`config.mk`:
```
export PLATFORM = sky130hd
export DESIGN_NAME = walk_service_ctrl_flat
export DESIGN_NICKNAME = d
export VERILOG_FILES = /design/src/rtl/walk_service_ctrl_pkg.sv /design/src/rtl/walk_service_ctrl_if.sv /design/src/rtl/walk_service_ctrl_tick_down_counter.sv /design/src/rtl/walk_service_ctrl.sv /design/src/flat_wrapper.sv
export SDC_FILE = /design/constraint.sdc
export NUM_CORES = 1
export LEC_CHECK = 0
export CAP_MARGIN = 25
export CORE_MARGIN = 2
export CORE_UTILIZATION = 47
export CTS_CLUSTER_SIZE = 25
export DETAILED_ROUTE_END_ITERATION = 8
export PLACE_DENSITY = 0.69
export SETUP_SLACK_MARGIN = 0.4
export SLEW_MARGIN = 20
export SYNTH_ARGS = -nofsm -noshare
export SYNTH_HDL_FRONTEND = slang
export SYNTH_HIERARCHICAL = 1
export SYNTH_SLANG_ARGS = --single-unit
```
`constraint.sdc`:
```
create_clock -name clk -period 2.2 [get_ports clk]
set_input_delay 0.66 -clock clk [delete_from_list [all_inputs] [get_ports clk]]
set_output_delay 0.66 -clock clk [all_outputs]
set_load 0.01 [all_outputs]
```
`src/rtl/walk_service_ctrl_pkg.sv`:
```
// Shared types and defaults for the pedestrian walk-service controller.
// Imported by the interface, the phase counter and the top-level FSM.
package walk_pkg;

  typedef enum logic [2:0] {
    IDLE,
    REQUEST,
    WALK,
    FLASH,
    DONE
  } walk_state_e;

  localparam int WALK_TICKS_DEF  = 7;
  localparam int FLASH_TICKS_DEF = 5;

endpackage

```
`src/rtl/walk_service_ctrl_if.sv`:
```
// Handshake bundle between the walk-request register, the main traffic FSM
// and the pedestrian service controller.
interface walk_service_ctrl_if;

  logic pending_walk;
  logic tick;
  logic road_clear;
  logic walk_req;
  logic walk_clear;
  logic walk_light;
  logic dont_walk_light;
  logic walk_done;

  modport slave (
    input  pending_walk, tick, road_clear,
    output walk_req, walk_clear, walk_light, dont_walk_light, walk_done
  );

  modport master (
    output pending_walk, tick, road_clear,
    input  walk_req, walk_clear, walk_light, dont_walk_light, walk_done
  );

endinterface

```
`src/rtl/walk_service_ctrl_tick_down_counter.sv`:
```
// Loadable down-counter that steps once per enabled tick and holds at zero.
// One instance times both the WALK and the flashing DON'T-WALK phases.
module tick_down_counter #(
  parameter int CNT_W = 4
) (
  input  logic             clk,
  input  logic             reset,
  input  logic             load_i,
  input  logic [CNT_W-1:0] loadVal_i,
  input  logic             tickEn_i,
  output logic             zero_o
);

  logic [CNT_W-1:0] cnt_q;
  logic [CNT_W-1:0] cnt_d;

  // A load beats a tick; the count saturates at zero so it can never wrap.
  always_comb begin
    cnt_d = cnt_q;
    if (load_i) begin
      cnt_d = loadVal_i;
    end else if (tickEn_i && (cnt_q != '0)) begin
      cnt_d = cnt_q - CNT_W'(1);
    end
  end

  always_ff @(posedge clk or negedge reset) begin
    if (!reset) begin
      cnt_q <= '0;
    end else begin
      cnt_q <= cnt_d;
    end
  end

  assign zero_o = (cnt_q == '0);

endmodule

```
`src/rtl/walk_service_ctrl.sv`:
```
// Pedestrian-side FSM: requests a traffic stop, runs WALK and flashing
// DON'T-WALK on the 1 Hz tick, and pulses the request-register clear.
module walk_service_ctrl
  import walk_pkg::*;
#(
  parameter int WALK_TICKS  = WALK_TICKS_DEF,
  parameter int FLASH_TICKS = FLASH_TICKS_DEF,
  parameter int CNT_W       = 4
) (
  input logic               clk,
  input logic               reset,
  walk_service_ctrl_if.slave bus
);

  localparam logic [CNT_W-1:0] WALK_LOAD  = CNT_W'(WALK_TICKS - 1);
  localparam logic [CNT_W-1:0] FLASH_LOAD = CNT_W'(FLASH_TICKS - 1);

  walk_state_e state_q;
  logic        walkReq_q;
  logic        walkClear_q;
  logic        walkLight_q;
  logic        dontWalk_q;
  logic        walkDone_q;

  logic             inService;
  logic             abort;
  logic             grant;
  logic             phaseTick;
  logic             cntZero;
  logic             cntLoad;
  logic [CNT_W-1:0] cntLoadVal;

  assign inService  = (state_q == WALK) || (state_q == FLASH);
  assign abort      = inService && !bus.road_clear;
  assign grant      = (state_q == REQUEST) && bus.road_clear;
  // Ticks only count in WALK/FLASH, and never on the cycle of an abort.
  assign phaseTick  = inService && bus.road_clear && bus.tick;
  assign cntLoad    = grant || ((state_q == WALK) && phaseTick && cntZero);
  assign cntLoadVal = grant ? WALK_LOAD : FLASH_LOAD;

  tick_down_counter #(
    .CNT_W(CNT_W)
  ) u_phase_cnt (
    .clk      (clk),
    .reset    (reset),
    .load_i   (cntLoad),
    .loadVal_i(cntLoadVal),
    .tickEn_i (phaseTick),
    .zero_o   (cntZero)
  );

  always_ff @(posedge clk or negedge reset) begin
    if (!reset) begin
      state_q     <= IDLE;
      walkReq_q   <= 1'b0;
      walkClear_q <= 1'b0;
      walkLight_q <= 1'b0;
      dontWalk_q  <= 1'b1;
      walkDone_q  <= 1'b0;
    end else begin
      walkClear_q <= 1'b0;
      walkDone_q  <= 1'b0;
      case (state_q)
        IDLE: begin
          if (bus.pending_walk) begin
            state_q   <= REQUEST;
            walkReq_q <= 1'b1;
          end
        end
        REQUEST: begin
          if (grant) begin
            state_q     <= WALK;
            walkClear_q <= 1'b1;
            walkLight_q <= 1'b1;
            dontWalk_q  <= 1'b0;
          end
        end
        WALK: begin
          if (abort) begin
            state_q     <= IDLE;
            walkReq_q   <= 1'b0;
            walkLight_q <= 1'b0;
            dontWalk_q  <= 1'b1;
          end else if (phaseTick && cntZero) begin
            state_q     <= FLASH;
            walkLight_q <= 1'b0;
            dontWalk_q  <= 1'b1;
          end
        end
        FLASH: begin
          if (abort) begin
            state_q    <= IDLE;
            walkReq_q  <= 1'b0;
            dontWalk_q <= 1'b1;
          end else if (phaseTick) begin
            if (cntZero) begin
              state_q    <= DONE;
              walkReq_q  <= 1'b0;
              dontWalk_q <= 1'b1;
              walkDone_q <= 1'b1;
            end else begin
              dontWalk_q <= ~dontWalk_q;
            end
          end
        end
        DONE: begin
          state_q <= IDLE;
        end
        default: begin
          state_q <= IDLE;
        end
      endcase
    end
  end

  assign bus.walk_req        = walkReq_q;
  assign bus.walk_clear      = walkClear_q;
  assign bus.walk_light      = walkLight_q;
  assign bus.dont_walk_light = dontWalk_q;
  assign bus.walk_done       = walkDone_q;

endmodule

```
`src/flat_wrapper.sv`:
```
// flat-port wrapper written by rule: the top's interface ports become plain ports
module walk_service_ctrl_flat import walk_pkg::*;
#(
  parameter int WALK_TICKS  = WALK_TICKS_DEF,
  parameter int FLASH_TICKS = FLASH_TICKS_DEF,
  parameter int CNT_W       = 4
)
  (clk, reset, bus_pending_walk, bus_tick, bus_road_clear, bus_walk_req, bus_walk_clear, bus_walk_light, bus_dont_walk_light, bus_walk_done);
  walk_service_ctrl_if bus_i ();
  input logic clk;
  input logic reset;
  input wire logic [$bits(bus_i.pending_walk)-1:0] bus_pending_walk;
  input wire logic [$bits(bus_i.tick)-1:0] bus_tick;
  input wire logic [$bits(bus_i.road_clear)-1:0] bus_road_clear;
  output wire logic [$bits(bus_i.walk_req)-1:0] bus_walk_req;
  output wire logic [$bits(bus_i.walk_clear)-1:0] bus_walk_clear;
  output wire logic [$bits(bus_i.walk_light)-1:0] bus_walk_light;
  output wire logic [$bits(bus_i.dont_walk_light)-1:0] bus_dont_walk_light;
  output wire logic [$bits(bus_i.walk_done)-1:0] bus_walk_done;
  assign bus_i.pending_walk = bus_pending_walk;
  assign bus_i.tick = bus_tick;
  assign bus_i.road_clear = bus_road_clear;
  assign bus_walk_req = bus_i.walk_req;
  assign bus_walk_clear = bus_i.walk_clear;
  assign bus_walk_light = bus_i.walk_light;
  assign bus_dont_walk_light = bus_i.dont_walk_light;
  assign bus_walk_done = bus_i.walk_done;
  walk_service_ctrl #(.WALK_TICKS(WALK_TICKS), .FLASH_TICKS(FLASH_TICKS), .CNT_W(CNT_W)) u_core (.clk(clk), .reset(reset), .bus(bus_i));
endmodule
```
==> results of run 1 <==
==> worst paths after layout <==
| kind | from | to | slack, ns | cells after the start |
|---|---|---|---|---|
| worst min register to register | u_core/bus.dont_walk_light | u_core/bus.dont_walk_light | 0.49 | 2 |
| worst min-delay path | u_core/bus.dont_walk_light | u_core/bus.dont_walk_light | 0.49 | 2 |
| max in group asynchronous | reset | u_core/state_q[1] | 1.05 | 1 |
| worst max register to register | u_core/u_phase_cnt/cnt_q[1] | u_core/bus.walk_req | 0.35 | 8 |
| min in group asynchronous | reset | u_core/u_phase_cnt/cnt_q[2] | 0.76 | 1 |
| worst max-delay path | u_core/u_phase_cnt/cnt_q[1] | u_core/bus.walk_req | 0.35 | 8 |
==> per-layer routing <==
metal  up-vias  wire [microns]
met1       346             826
met5         -               0
met2        17             971
li1        348               -
met4         0              65
met3         8              55
==> per-stage QoR <==
stage,area [sq um],cells
after floorplan,780.7,84
after global placement,953.4,118
after detailed placement,953.4,118
after CTS,1033,126
after global routing,1072,130
final,1072,130
==> registers in the layout (all words and copies together) (netlist names) <==
signal / flops
u_core/bus.walk_req: 1
u_core/bus.walk_light: 1
u_core/bus.walk_done: 1
u_core/bus.walk_clear: 1
u_core/bus.dont_walk_light: 1
u_core/u_phase_cnt/cnt_q: 4
u_core/state_q: 3
==> timing repair <==
| action | 4_1_cts | 5_1_grt |
|---|---|---|
| setup buffers | 4 | 4 |
| gates resized for setup | 11 | 3 |
| setup endpoints to repair | 9 | 8 |
| pin swaps | 7 | 5 |
| hold buffers | 0 | 0 |
==> power by group through the flow <==
stage | clock, W | combinational [W] | sequential [W]
final | 0.000140 | 0.000685 | 0.000417
after global routing | 0.000159 | 0.000742 | 0.000429
after CTS | 0.000145 | 0.000633 | 0.000412
after detailed placement | 0 | 0.000573 | 0.000418
after global placement | 0 | 0.000550 | 0.000414
after floorplan | 0 | 0.000395 | 0.000390
==> layout make-up <==
cell class / instances / area, sq um
flip-flops and latches: 12 / 301.5
multi-input cells: 61 / 451.7
clock buffers: 4 / 26.28
repair buffers: 30 / 246.5
inverters: 7 / 26.28
well taps: 16 / 20.02
fillers: 128 / 434.2
==> critical path: stages, from the launching register on <==
cell and delay [ns]:
dfrtp_1 0.39, inv_1 0.07, ha_2 0.17, nor3b_4 0.23
buf_4 0.14, nand4b_4 0.13, o311ai_4 0.13, nor3_2 0.17
mux2_4 0.33
==> cells by family (layout without fill, tap and decap cells) <==
kind of cell	count (synthesis)	in the layout	share of synthesized area, %
other cells	2	3	0.9840
flops	12	12	39.51
compound gates	20	20	19.51
simple gates	35	35	27.05
fa+ha+maj	1	1	1.639
mux	2	2	3.278
buf+inv	11	41	8.033
==> layout by cell type, fill, tap and decap left out, drive strengths merged, types with 2 or more instances in the layout <==
cell	n
nor3b	2
dlygate4sd2	6
a21oi	5
buf	21
nor2	11
o41ai	2
nor3	3
o21a	2
nand2	8
conb	3
clkdlybuf4s50	2
clkbuf	4
or2b	3
o21ai	5
dfrtp	11
inv	7
==> summary.md, run 1 <==
| Metric | Value |
|---|---|
| Status | complete, no violations |
| Post-Synthesis Cells | 83 |
| Final Max Tran Viols | 0 |
| M2 GR Usage | between 30% and 40% |
| Number of flops mapped to enable cells by yosys | 0 |
| Wirelength per Cell | 14.75 microns |
| Clock skew | ~0.0058 ns |
| Crit-path max FO | 3 |
| First-pass detailed-route iteration total | 4 |
| Clk sink count | 12 |
| Post-synth top area cell | dfrtp_1 |
| Fin crit share | 84.27% |
| Layout cells sized above 1 | 33.33% |
| Vias in the first global route | 691 |
| Hold slack final | 0.4940 ns |
| Ports | 10 |
| CP Class | reg -> reg |
| Top post-synthesis cells by area | dfrtp_1, nor2_1, nand2_1 |
| Clock-pin transition on the worst setup and hold timing paths | roughly 0.08 ns |
| Antenna viol nets, final | 0 |
| Unrepaired setup endpoints after global routing | yes |
| Seq/Total Area, Yosys | 39.51% |
| Initial Utilization | between 50% and 60% |
| Max-cap violations | 0 |
| Normalized max-slew margin | between 60% and 70% |
| Top Usage Layer GRT | met2 |
| Startpoint types | flop |
| Die area | a little under 0.002 sq mm |
| Fmax | 0.5394 GHz |
| Setup violators final | 0 |
| CTS max path bufs | 2 |
| Final Power | about 0.0012 W |
| Post-DP HPWL | 1284 microns |
| Worst min path class | reg -> reg |
| Power share of the clock group | 11.3% |
| Initial drt markers | 12 |
| Gr ovfl total | 0 |
| Slew @ Worst Pin | 0.5865 ns |
| Synth Area per Inst | just over 9 sq um |
| Leak Pwr | 0.5308 nW |
| WL final | 1918 microns |
| Die Y | between 40 and 50 microns |
| # rows | 14 |
| Overall Global Routing Usage | 21.58% |
| N_diodes | 0 |
| WP data required | 2.35 ns |
| Fin Setup TNS | 0 ns |
| Netlist cell types | 35 |
| Core area | 0.001506 sq mm |
| Vias | 719 |
| Sequential share of power | 33.5% |
| Clock Latency Late Sink | 0.27 ns |
| CP endpoint kind | flop |
| Max VDD drop | 0.0005804 V |
| CP Data Arrival Time | ~2 ns |
| Worst setup margin | 0.3460 ns |
| P_int | 0.0007539 W |
| Layout area overhead | 40.49% |
| Top cells by count, synth | dfrtp_1, nor2_1, nand2_1, inv_1 |
| Fin nets | 121 |
| Ys async rst share | 100.0% |
| GR Util met3 | 2.857% |
| Via density per instance | 5.531 |
| Die Span X | 44.30 microns |
| Min Tclk post-route | 1.854 ns |
| Port bufs | 9 |
| Switching pwr | 0.0004880 W |
| Synthesis Warnings | 6 |
| Initial antenna violation count | 0 |
| TritonCTS Buffers | 3 |
| TritonCTS clock tree | yes |
| Top cell type's share of synthesized area | about 36% |
| Global-route wire length before repair | 3070 microns |
| FF+latch count, synth | 12 |
| Syn Std Cell Area | between 700 and 800 sq um |
| Gp weighted congestion | 0.8446 |
| Root buffer cell | clkbuf_4 |
| H-tree levels | 1 |
| Comb pwr share | 55.2% |
| Post-Place Worst Slack | -0.04422 ns |
| Sw Ratio | ~39% |
| Drt drc | 0 |
| Top FF cell, synth | dfrtp_1 |
| Post-route core utilization | between 70% and 80% |
| Power per standard cell area | roughly 1200 mW/mm^2 |
| Largest net degree at the start of global routing | 14 |
| Met1 Resource Use GR | ~28% |
| Hold Fails Final Rpt | 0 |
Power figures use the tool's default switching activity.
==> run 2: changes to the inputs <==
Settings changed: PLACE_DENSITY 0.69 to 0.67.
Clock period 2.2 ns to 1.9 ns, I/O delays scaled along.
==> summary.md, run 2 (same netlist as run 1, synthesis figures left out) <==
| Metric | Value |
|---|---|
| Die Span X | 44.30 microns (unchanged) |
| Drt drc | 0 (unchanged) |
| Hold Fails Final Rpt | 0 (unchanged) |
| Unrepaired setup endpoints after global routing | yes (unchanged) |
| Wirelength per Cell | 13.38 microns (was 14.75 microns) |
| Commonest non-fill, non-tap cell in the layout | buf_4 (unchanged) |
| Final-layout fill cell count | 121 (was 128) |
| Final Max Tran Viols | 0 (unchanged) |
| Status | complete, no violations (unchanged) |
| Reg2Reg Setup Slack | 0.11 ns (was 0.35 ns) |
| Post-route core utilization | 73.67% (was 71.18%) |
| Antenna viol nets, final | 0 (unchanged) |
| Fin crit share | 94.33% (was 84.27%) |
| Leak Pwr | 0.5297 nW (was 0.5308 nW) |
| Die Y | 44.30 microns (unchanged) |
| TritonCTS clock tree | yes (unchanged) |
| Core area | 0.001506 sq mm (unchanged) |
| Power per standard cell area | 1347 mW/mm^2 (was 1158 mW/mm^2) |
| Post-CTS Hold Buffers | 0 (unchanged) |
| Post-DP HPWL | 1274 microns (was 1284 microns) |
| Clk sink count | 12 (unchanged) |
| Ports | 10 (unchanged) |
| Max-cap violations | 0 (unchanged) |
| Startpoint types | flop (unchanged) |
| WP data required | 2.10 ns (was 2.35 ns) |
| Vias in the first global route | 662 (was 691) |
| Initial drt markers | 13 (was 12) |
| WL final | 1833 microns (was 1918 microns) |
| Root buffer cell | clkbuf_4 (unchanged) |
| CTS max path bufs | 2 (unchanged) |
| Vias | 733 (was 719) |
| Largest regs | u_core/u_phase_cnt/cnt_q x4, u_core/state_q x3 (unchanged) |
| Die area | 0.001962 sq mm (unchanged) |
| Setup violators final | 0 (unchanged) |
| Fin nets | 128 (was 121) |
| Layout area overhead | 45.41% (was 40.49%) |
| Initial antenna violation count | 0 (unchanged) |
| Max reg flops | 4 (unchanged) |
| Clock skew | 0.007610 ns (was 0.005821 ns) |
| Largest net degree at the start of global routing | 13 (was 14) |
| Gr ovfl total | 0 (unchanged) |
| CP endpoint kind | flop (unchanged) |
| First-pass detailed-route iteration total | 4 (unchanged) |
| Min Tclk post-route | 1.792 ns (was 1.854 ns) |
| Port bufs | 9 (unchanged) |
| Gp weighted congestion | 0.8105 (was 0.8446) |
| Clock-pin transition on the worst setup and hold timing paths | 0.07 ns (was 0.08 ns) |
| Initial Utilization | 50.66% (unchanged) |
| Max VDD drop | 0.0007828 V (was 0.0005804 V) |
| H-tree levels | 1 (unchanged) |
| CP Class | reg -> reg (unchanged) |
| CP Data Arrival Time | 1.99 ns (was 2.01 ns) |
| Global-route wire length before repair | 3077 microns (was 3070 microns) |
| Worst min path class | reg -> reg (unchanged) |
| Clock Latency Late Sink | 0.28 ns (was 0.27 ns) |
| Layout cells sized above 1 | 39.67% (was 33.33%) |
| Slew @ Worst Pin | 0.5523 ns (was 0.5865 ns) |
| Overall Global Routing Usage | 22.42% (was 21.58%) |
| TritonCTS Buffers | 3 (unchanged) |
| # rows | 14 (unchanged) |
| Fmax | 0.5580 GHz (was 0.5394 GHz) |
| N_diodes | 0 (unchanged) |
| Via density per instance | 5.350 (was 5.531) |
| Normalized max-slew margin | 63.06% (was 60.78%) |
| Commonest non-fill, non-tap cells in the layout | buf_4, nor2_1, dfrtp_1, nand2_1 (was buf_4, dfrtp_1, nor2_1, nand2_1, inv_1) |
| Crit-path max FO | 7 (was 3) |
| Hold slack final | 0.5154 ns (was 0.4940 ns) |
| Biggest register | u_core/u_phase_cnt/cnt_q (unchanged) |
## run 2: worst paths after layout
| check | startpoint | cells after the start | to |
|---|---|---|---|
| worst min register to register | u_core/bus.walk_light | 2 | u_core/bus.walk_light |
| worst min-delay path | u_core/bus.walk_light | 2 | u_core/bus.walk_light |
| worst max register to register | u_core/u_phase_cnt/cnt_q[0] | 9 | u_core/u_phase_cnt/cnt_q[1] |
| max in group asynchronous | reset | 1 | u_core/bus.dont_walk_light |
| worst max-delay path | u_core/u_phase_cnt/cnt_q[0] | 9 | u_core/u_phase_cnt/cnt_q[1] |
| min in group asynchronous | reset | 1 | u_core/u_phase_cnt/cnt_q[0] |
## run 2: area by class of cell
type,count,area [sq um],area share (%)
Clock buffer,4,26.28,2.368
Inverter,7,26.28,2.368
Multi-Input combinational cell,61,436.7,39.35
Sequential cell,12,301.5,27.17
Tap cell,16,20.02,1.804
Timing Repair Buffer,37,299.0,26.94
## run 2: metal layers
metal	track usage (%)	vias up	part of all wire [%]
li1	-	367	-
met1	27.32	350	45
met2	36.47	11	49
met3	4.898	5	3.3
met4	12.73	0	2.4
met5	0	-	0
## run 2: critical path: stages (launching register included)
cell and delay [ns]:
dfrtp_1 0.36, inv_2 0.05, ha_4 0.15, nor3b_4 0.15, nand3_2 0.09, o21a_1 0.12, nor2_1 0.04, buf_4 0.15
or4_4 0.53, o211ai_2 0.07
## run 2: power by group
| part | total (W) | switching [W] | leakage [nW] | internal (W) |
|---|---|---|---|---|
| Sequential | 0.000470 | 0.000113 | 0.146 | 0.000357 |
| Combinational | 0.000862 | 0.000368 | 0.368 | 0.000494 |
| Clock | 0.000164 | 0.0000823 | 0.0150 | 0.0000814 |
## run 2: stage by stage
| step | setup WS, ns | total power, W | instance area (sq um) | cells | setup TNS, ns |
|---|---|---|---|---|---|
| final | 0.1078 | 0.001495 | 1110 | 137 | 0 |
| after global routing | 0.03197 | 0.001604 | 1110 | 137 | 0 |
| after CTS | 0.1309 | 0.001439 | 1080 | 134 | 0 |
| after detailed placement | -0.2990 | 0.001191 | 998.5 | 124 | -1.369 |
| after global placement | -0.2966 | 0.001179 | 998.5 | 124 | -1.508 |
| after floorplan | -0.04656 | 0.0009086 | 780.7 | 84 | -0.05276 |
## run 2: repair_timing
item | 4_1_cts | 5_1_grt
resized for setup | 18 | 8
buffers inserted | 6 | 3
pin swaps | 7 | 2
hold endpoints to repair | 0 | 0
setup endpoints to repair | 14 | 13
==> run 3: changes to the inputs <==
--- a/config.mk
+++ b/config.mk
@@ -12,4 +12,5 @@
 export DETAILED_ROUTE_END_ITERATION = 8
 export PLACE_DENSITY = 0.67
+export REMOVE_ABC_BUFFERS = 1
 export SETUP_SLACK_MARGIN = 0.4
 export SLEW_MARGIN = 20
==> constraint.sdc (replaced) <==
create_clock -name clk -period 1.9 [get_ports clk]
set_input_delay 0.38 -clock clk [delete_from_list [all_inputs] [get_ports clk]]
set_output_delay 0.38 -clock clk [all_outputs]
set_load 0.01 [all_outputs]
==> summary.md, run 3 (same netlist as run 1, synthesis figures left out) <==
| Metric | Value |
|---|---|
| Post-route insts no fill | 129 (was 137) |
| N_diodes | 0 (unchanged) |
| Critical path's slowest cell | dfrtp_1 (was or4_4) |
| Post-DP HPWL | 1222 microns (was 1274 microns) |
| Hold slack final | 0.4553 ns (was 0.5154 ns) |
| Core area | 0.001506 sq mm (unchanged) |
| Min Tclk post-route | 1.850 ns (was 1.792 ns) |
| First-pass detailed-route iteration total | 4 (unchanged) |
| Leak Pwr | 0.5028 nW (was 0.5297 nW) |
| Initial antenna violation count | 0 (unchanged) |
| Layout area overhead | 40.33% (was 45.41%) |
| Die Span X | 44.30 microns (unchanged) |
| Status | complete, no violations (unchanged) |
| Biggest cell delay along the critical path | 0.37 ns (was 0.53 ns) |
| Fmax | 0.5404 GHz (was 0.5580 GHz) |
| Clock-pin transition on the worst setup and hold timing paths | 0.07 ns (about the same) |
| FF-to-FF Start | u_core/u_phase_cnt/cnt_q[0] (unchanged) |
| Wirelength per Cell | 13.02 microns (was 13.38 microns) |
| Gr ovfl total | 0 (unchanged) |
| Post-route core utilization | 71.10% (was 73.67%) |
| Power per standard cell area | 1339 mW/mm^2 (was 1347 mW/mm^2) |
| CP Cell Sequence | inv_1, ha_2, nor3b_4, nand3_2, o21a_1, nor2_4, or2b_1, o31a_1 (was inv_2, ha_4, nor3b_4, nand3_2, o21a_1, nor2_1, buf_4, or4_4, o211ai_2) |
| Layout cells sized above 1 | 34.51% (was 39.67%) |
| Fin crit share | 97.39% (was 94.33%) |
| FF-to-FF End | u_core/u_phase_cnt/cnt_q[0] (was u_core/u_phase_cnt/cnt_q[1]) |
| Largest net degree at the start of global routing | 13 (unchanged) |
| Drt drc | 0 (unchanged) |
| Clock Latency Late Sink | 0.27 ns (was 0.28 ns) |
| Commonest non-fill, non-tap cells in the layout | buf_4, dfrtp_1, nor2_1, nand2_1, inv_1 (was buf_4, nor2_1, dfrtp_1, nand2_1) |
| WP data required | 2.05 ns (was 2.10 ns) |
| Clock skew | 0.006938 ns (was 0.007610 ns) |
| Initial Utilization | 50.66% (unchanged) |
| Global-route wire length before repair | 2904 microns (was 3077 microns) |
| Gp weighted congestion | 0.8578 (was 0.8105) |
| Register-to-Register Path Depth | 8 (was 9) |
| Fin nets | 120 (was 128) |
| Crit-path max FO | 6 (was 7) |
| Port bufs | 9 (unchanged) |
| Normalized max-slew margin | 63.79% (was 63.06%) |
| Clk sink count | 12 (unchanged) |
| Fin area | 0.001071 sq mm (was 0.001110 sq mm) |
| Max-cap violations | 0 (unchanged) |
| Worst path top cell family by delay | simple AND/OR/NAND/NOR gates (unchanged) |
| Hold Fails Final Rpt | 0 (unchanged) |
| Largest regs | u_core/u_phase_cnt/cnt_q x4, u_core/state_q x3 (unchanged) |
| Vias in the first global route | 682 (was 662) |
| CP Class | reg -> reg (unchanged) |
| Die area | 0.001962 sq mm (unchanged) |
| TritonCTS Buffers | 3 (unchanged) |
| TritonCTS clock tree | yes (unchanged) |
| H-tree levels | 1 (unchanged) |
| WL final | 1680 microns (was 1833 microns) |
| Max reg flops | 4 (unchanged) |
| Max VDD drop | 0.0008064 V (was 0.0007828 V) |
| Slew @ Worst Pin | 0.5414 ns (was 0.5523 ns) |
| Antenna viol nets, final | 0 (unchanged) |
| Initial drt markers | 10 (was 13) |
| CP Data Arrival Time | 2.00 ns (was 1.99 ns) |
| Placed cells | 122 (was 124) |
| Post-Place Worst Slack | -0.1559 ns (was -0.2990 ns) |
| Biggest register | u_core/u_phase_cnt/cnt_q (unchanged) |
| CTS max path bufs | 2 (unchanged) |
| Worst min path class | in -> async (was reg -> reg) |
| Ports | 10 (unchanged) |
| Via density per instance | 5.318 (was 5.350) |
| Unrepaired setup endpoints after global routing | yes (unchanged) |
| Overall Global Routing Usage | 20.78% (was 22.42%) |
| Vias | 686 (was 733) |
| Final Max Tran Viols | 0 (unchanged) |
| Root buffer cell | clkbuf_4 (unchanged) |
| Final-layout fill cell count | 122 (was 121) |
| Worst Path Buf+Inv | 1 (was 2) |
| # rows | 14 (unchanged) |
| Startpoint types | flop (unchanged) |
| CP endpoint kind | flop (unchanged) |
| DP Area | 969.7 sq um (was 998.5 sq um) |
| Die Y | 44.30 microns (unchanged) |
| Setup violators final | 0 (unchanged) |
| Reg2Reg Setup Slack | 0.05 ns (was 0.11 ns) |
| Worst setup margin | 0.04953 ns (was 0.1078 ns) |
| Commonest non-fill, non-tap cell in the layout | buf_4 (unchanged) |
run 3: where the power goes:
part | switching [W] | internal [W] | leakage, nW
Sequential | 0.000108 | 0.000357 | 0.146
Clock | 0.0000768 | 0.0000814 | 0.0150
Combinational | 0.000363 | 0.000447 | 0.341
run 3: area by class of cell:
cell class / count / area [sq um] / area share [%]
clock buffer: 4 / 26.28 / 2.453
inverter: 7 / 26.28 / 2.453
multi-input combinational: 61 / 457.9 / 42.76
sequential: 12 / 301.5 / 28.15
tap: 16 / 20.02 / 1.869
timing repair buffer: 29 / 239.0 / 22.31
run 3: worst max path at each step:
stage / start / endpoint / slack [ns] / cells after the start
after floorplan: u_core/u_phase_cnt/cnt_q[0] / u_core/u_phase_cnt/cnt_q[3] / -0.32 / 8
after global placement: bus_road_clear / u_core/u_phase_cnt/cnt_q[1] / -0.12 / 6
after detailed placement: bus_road_clear / u_core/u_phase_cnt/cnt_q[1] / -0.16 / 6
after CTS: u_core/u_phase_cnt/cnt_q[0] / u_core/u_phase_cnt/cnt_q[3] / 0.08 / 8
after global routing: u_core/u_phase_cnt/cnt_q[1] / u_core/u_phase_cnt/cnt_q[0] / -0.04 / 8
final: u_core/u_phase_cnt/cnt_q[0] / u_core/u_phase_cnt/cnt_q[0] / 0.05 / 8
run 3: timing repair:
action	in CTS	in global routing
gates resized for setup	10	9
buffers inserted	0	3
pin swaps	3	5
setup endpoints to repair	12	10
hold buffers	0	0
run 3: through the flow:
step | total power [W] | TNS [ns]
2_1_floorplan | 0.0008450 | -0.8704
3_3_place_gp | 0.001154 | -0.3485
3_5_place_dp | 0.001171 | -0.4780
4_1_cts | 0.001363 | 0
5_1_grt | 0.001547 | -0.06060
6_report | 0.001434 | 0
run 3: layer usage:
| metal | GRT usage [%] | vias up | wire length (microns) |
|---|---|---|---|
| met5 | 0 | - | 0 |
| met4 | 9.091 | 0 | 27 |
| met3 | 7.347 | 5 | 62 |
| met2 | 34.12 | 11 | 827 |
| met1 | 24.42 | 322 | 762 |
| li1 | - | 348 | - |
run 3: worst reg2reg max path, delay by kind of cell, from the launching register on:
family / cells / cell delay (ns)
simple gates: 4 / 0.79
flops: 1 / 0.37
compound gates: 2 / 0.34
fa+ha+maj: 1 / 0.17
buf+inv: 1 / 0.06
